--- src/rtl/simple_ram_writer_pkg.sv ---
// simple_ram_writer_pkg: shared state type for the RAM write-port owner
package simple_ram_writer_pkg;
    typedef enum logic {IDLE_S, CLEAR_S} state_t;
endpackage

--- src/rtl/simple_ram_writer.sv ---
// simple_ram_writer: RAM write port driver for command stream writes and full-table clear sweeps
module simple_ram_writer
    import simple_ram_writer_pkg::*;
#(
    parameter int DATA_WIDTH = 8,
    parameter int ADDR_WIDTH = 6,
    parameter logic [DATA_WIDTH-1:0] CLEAR_VALUE = '0,
    parameter bit CLEAR_ON_RESET = 1'b1
) (
    input  logic                  clk_i,
    input  logic                  rst_i,
    input  logic [ADDR_WIDTH-1:0] in_addr_i,
    input  logic [DATA_WIDTH-1:0] in_data_i,
    input  logic                  in_valid_i,
    output logic                  in_ready_o,
    input  logic                  clear_req_i,
    output logic [DATA_WIDTH-1:0] wr_data_o,
    output logic [ADDR_WIDTH-1:0] wr_addr_o,
    output logic                  wr_enable_o,
    output logic                  busy_o,
    output logic                  clear_done_o
);
    state_t state;
    logic [ADDR_WIDTH-1:0] clr_addr;
    assign in_ready_o = rst_i && (state == IDLE_S) && !clear_req_i;
    assign busy_o = (state == CLEAR_S);
    always_ff @(posedge clk_i) begin
        if (!rst_i) begin
            state <= CLEAR_ON_RESET ? CLEAR_S : IDLE_S;
            clr_addr <= '0;
            wr_enable_o <= 1'b0;
            wr_addr_o <= '0;
            wr_data_o <= '0;
            clear_done_o <= 1'b0;
        end else if (state == CLEAR_S) begin
            wr_enable_o <= 1'b1;
            wr_addr_o <= clr_addr;
            wr_data_o <= CLEAR_VALUE;
            clr_addr <= clr_addr + 1'b1;
            clear_done_o <= &clr_addr;
            if (&clr_addr) state <= IDLE_S;
        end else begin
            clear_done_o <= 1'b0;
            if (clear_req_i) begin
                state <= CLEAR_S;
                clr_addr <= '0;
                wr_enable_o <= 1'b0;
            end else if (in_valid_i && in_ready_o) begin
                wr_enable_o <= 1'b1;
                wr_addr_o <= in_addr_i;
                wr_data_o <= in_data_i;
            end else begin
                wr_enable_o <= 1'b0;
            end
        end
    end
endmodule

--- config.mk ---
export PLATFORM = sky130hd
export DESIGN_NAME = simple_ram_writer
export DESIGN_NICKNAME = d
export VERILOG_FILES = /design/src/rtl/simple_ram_writer_pkg.sv /design/src/rtl/simple_ram_writer.sv
export SDC_FILE = /design/constraint.sdc
export NUM_CORES = 1
export LEC_CHECK = 0
export ABC_AREA = 1
export BUFFER_PORTS_ARGS = -buffer_cell sky130_fd_sc_hd__buf_2
export CAP_MARGIN = 20
export CORE_MARGIN = 5
export CORE_UTILIZATION = 47
export DETAILED_ROUTE_END_ITERATION = 12
export GPL_TIMING_DRIVEN = 0
export PLACE_DENSITY = 0.77
export SLEW_MARGIN = 10
export SYNTH_ARGS = -nofsm -noshare
export SYNTH_HDL_FRONTEND = slang
export SYNTH_SLANG_ARGS = --single-unit
export TNS_END_PERCENT = 50
--- constraint.sdc ---
create_clock -name clk_i -period 1.3 [get_ports clk_i]
set_input_delay 0.39 -clock clk_i [delete_from_list [all_inputs] [get_ports clk_i]]
set_output_delay 0.39 -clock clk_i [all_outputs]
set_load 0.02 [all_outputs]
# Word level (Yosys, flattened, before mapping)
# Cells that the tools add are included.
# op_classes
n_mux	11
addsub	1
reduce_logical	11
eq_ne	1
n_bitwise	3
# op_table
op	count
$mux 6	5
$add 6x1->6 const B	1
$mux 1	6
$reduce_and 2->1	3
$reduce_and 6->1	1
$reduce_bool 2->1	2
$logic_and 1x1->1	3
$not 1->1	3
$ne 2x1->1 const B	1
$reduce_or 2->1	1
$logic_not 1->1	1
# totals
out_inout_bits	18
register_bits	23
elab_cells	33
in_bits	18

# Depth between registers and ports, before layout
# logic_depth
word_depth	7
depth_mapped	6
depth_no_buf	6

# Least setup slack after synthesis
# OpenSTA, ideal clock, no wires.
# synth_timing
path_type	register to output
startpoint	register state, in the netlist busy_o
endpoint	output port in_ready_o
n_path_buf	0
arrival_ps	849
required_ps	910
path_slack_ps	61
path_stages_with_launch	4
path_cell_list	dfxtp_1 -> nor2_2 -> nand2_1 -> inv_1
# synth_via
elab_chain_len	3
# synth_lines
item	line_no	text
from (decl)	simple_ram_writer.sv:23	state_t state;
from (signal assigned)	simple_ram_writer.sv:29	state <= CLEAR_ON_RESET ? CLEAR_S : IDLE_S;
$not 1->1	simple_ram_writer.sv:25	assign in_ready_o = rst_i && (state == IDLE_S) && !clear_req_i;
$logic_and 1x1->1 (2 in a row)	simple_ram_writer.sv:25	
to (decl)	simple_ram_writer.sv:15	output logic in_ready_o,
# No other way between the ends.

# Worst setup path after layout
# Ends and elaborated chain as after synthesis.

==> impl_metrics.csv <==
group,metric,value,unit
timing,drv_slew,0,
place,dp_hpwl,1729,um
worst_setup_path,cp_num_buf_inv,2,
clock_network,root_buffer,"clkbuf_4",
timing,finalHoldViolCount,0,
final_layout,diodes,0,
clock_network,clk_pin_slew_worst_paths,130,ps
outcome,violations,"negative setup slack",
final_layout,area_growth,38.45,%
clock_network,cts.sinks,23,
final_layout,final_util,68.43,%
worst_setup_path,worstSetupPathType,"register to output pin",
floorplanning,core,0.001962,mm^2
routing,wl_met1,1043,um
timing,slew_headroom,85.50,%
synthesis,netlist_instances,132,
routing,drt-pass1-iter-count,4,
power,leakagePower,0.6541,nW
floorplanning,die_h,55.42,um
timing,fin_skew,5.858,ps
power,p_total,0.001159,W
global_routing,overflow,0,
timing,fin_ws,-114.8,ps
routing,wl_met2,1253,um
routing,wl,2515,um
clock_network,cts_tree,"done",
synthesis,synth-seq-cells,23,
power,p_per_area,863.3,mW/mm^2
global_routing,grt_antenna_before_repair,0,
worst_setup_path,worstPathArrival,1020,ps
routing,drc,0,
synthesis,seq_area_frac_synth,47.48,%
final_layout,final_common_cell,"nand2_1",
synthesis,synth_cell_types,17,
final_layout,nets,200,
timing,min_period_over_period,108.8,%
worst_setup_path,crit_path_end_kind,"output pin",
worst_setup_path,critPathTopFamily,"flip-flops",
timing,fin_setup_tns,-168.6,ps
worst_setup_path,crit_chain,"nor2_4 -> nand2_2 -> inv_2 -> buf_6",
timing,fmax,706.8,MHz
global_routing,grt_pass1_vias,1025,
worst_setup_path,critPathMaxStageDelay,380,ps
worst_setup_path,worstPathRequired,910,ps
routing,wl_per_cell,12.15,um
routing,drtAntennaViolNets,0,
synthesis,syn_area,969.7,um^2
timing,timing.hold.ws,264.0,ps
routing,highest_layer,"met4",
synthesis,yosysWarningCount,0,
min_path,hold_path_class,"primary input to register",
routing,wl_met3,196,um
outcome,outcome,"complete, but fails checks",
place,portBuffers,34,
floorplanning,start_util,49.43,%
floorplanning,dieWidth,55.42,um
floorplanning,die_area,0.003071,mm^2
floorplanning,boundaryPins,36,
place,globalplace.congestion,0.8046,
final_layout,layout_common_cells,"nand2_1 (40), buf_2 (32), dfxtp_1 (22), nand3_1 (18), nor2_1 (13)",
clock_network,clockBufferDepth,2,
clock_network,htreeDepth,1,
routing,dr.first_iter.drc_count,25,
clock_network,cts_made_buffers,3,
global_routing,grt_pass1_wl,4319,um
synthesis,syn_nets,151,
final_layout,drive_gt1_share,34.44,%
timing,grt_setup_unrepaired,"yes",
global_routing,grt_use_total,16.78,%
power,vdd_drop_max,0.6585,mV
worst_setup_path,slowest_stage,"dfxtp_4",
worst_setup_path,worst-path-max-fanout,2,
floorplanning,row_count,16,
clock_network,insertion_delay,320,ps
global_routing,grt_max_degree,13,
synthesis,syn_area_per_cell,7.346,um^2
timing,period_needed,1415,ps
worst_setup_path,startpoint_type,"register",
timing,tightest_slew,215.8,ps
timing,setup_viol,2,
routing,via_per_inst,4.986,
flow_run,maxCapViolations,0,
routing,vias,1032,
-- sequential cells by signal, indices dropped and copies added, names as in the netlist --
register      count
clr_addr          6
wr_addr_o         6
busy_o            1
wr_enable_o       1
wr_data_o         8
clear_done_o      1
-- cell families (layout without fill, tap and decap cells) --
logic type | Yosys count | after routing | share of synthesized area [%]
AO/OA/AOI/OAI | 19 | 19 | 10.07
adder cells (fa/ha/maj) | 1 | 1 | 1.290
buffers and inverters | 12 | 60 | 6.708
flip-flops | 23 | 23 | 47.48
AND/OR/NAND/NOR | 77 | 77 | 34.45
-- metal layers --
layer / vias to the layer above / GRT usage [%]
met5: - / 0
met4: 0 / 4.514
met3: 2 / 5.828
met2: 39 / 29.73
met1: 469 / 18.92
li1: 522 / -
-- per-stage QoR --
step,instance area [um^2],setup slack (ps),instances
3_3_place_gp,1174,-94.01,193
6_report,1343,-114.8,207
5_1_grt,1343,-163.7,207
3_5_place_dp,1174,-96.09,193
2_1_floorplan,969.7,60.83,132
4_1_cts,1260,-89.49,202
-- repair_timing --
item                                    4_1_cts  5_1_grt
pin swaps                                     1        2
resized for setup                             9       11
hold buffers                                  0        0
gates cloned                                  0        1
setup buffers                                 5        4
endpoints found under the setup margin        2       15
-- cell usage after synthesis, drive strengths merged --
master,n,area share [%]
inv,7,2.7
clkinv,1,0.52
nand3,19,11
dfxtp,23,47
o21ai,6,3.1
ha,1,1.3
buf,4,3.5
nand2,42,17
a21boi,1,0.77
nor2,15,6.3
nor3,1,0.52
a21oi,12,6.2
-- final cells by class --
cell class                      instances  area [um^2]
Tap cell                               27        33.78
Fill cell                             176        619.3
Inverter                                8        33.78
Timing Repair Buffer                   44        279.0
Sequential cell                        23        464.2
Clock buffer                            4        26.28
Multi-Input combinational cell         97        460.4
Buffer                                  4        45.04
-- power by group --
part | internal (W) | switching (W)
logic | 0.0000399 | 0.0000518
registers | 0.000717 | 0.0000112
clock network | 0.000120 | 0.000219
-- worst register-to-register path: stages (launching register included) --
cell	delay (ps)
dfxtp_4	390
buf_4	130
buf_6	130
buf_8	120
nand2_1	70
nor3_1	190
a21oi_1	60
nor2_1	80
-- final timing paths --
kind,startpoint,endpoint,slack [ps],cells past startpoint
worst max register to register,busy_o$_SDFF_PN1_,clr_addr[3]$_SDFFE_PN0P_,80,7
worst min-delay path,in_data_i[0],wr_data_o[0]$_SDFFE_PP0P_,260,3
worst min register to register,wr_data_o[0]$_SDFFE_PP0P_,wr_data_o[0]$_SDFFE_PP0P_,470,2
worst max-delay path,busy_o$_SDFF_PN1_,in_ready_o,-110,4
Power figures use the tool's default switching activity.
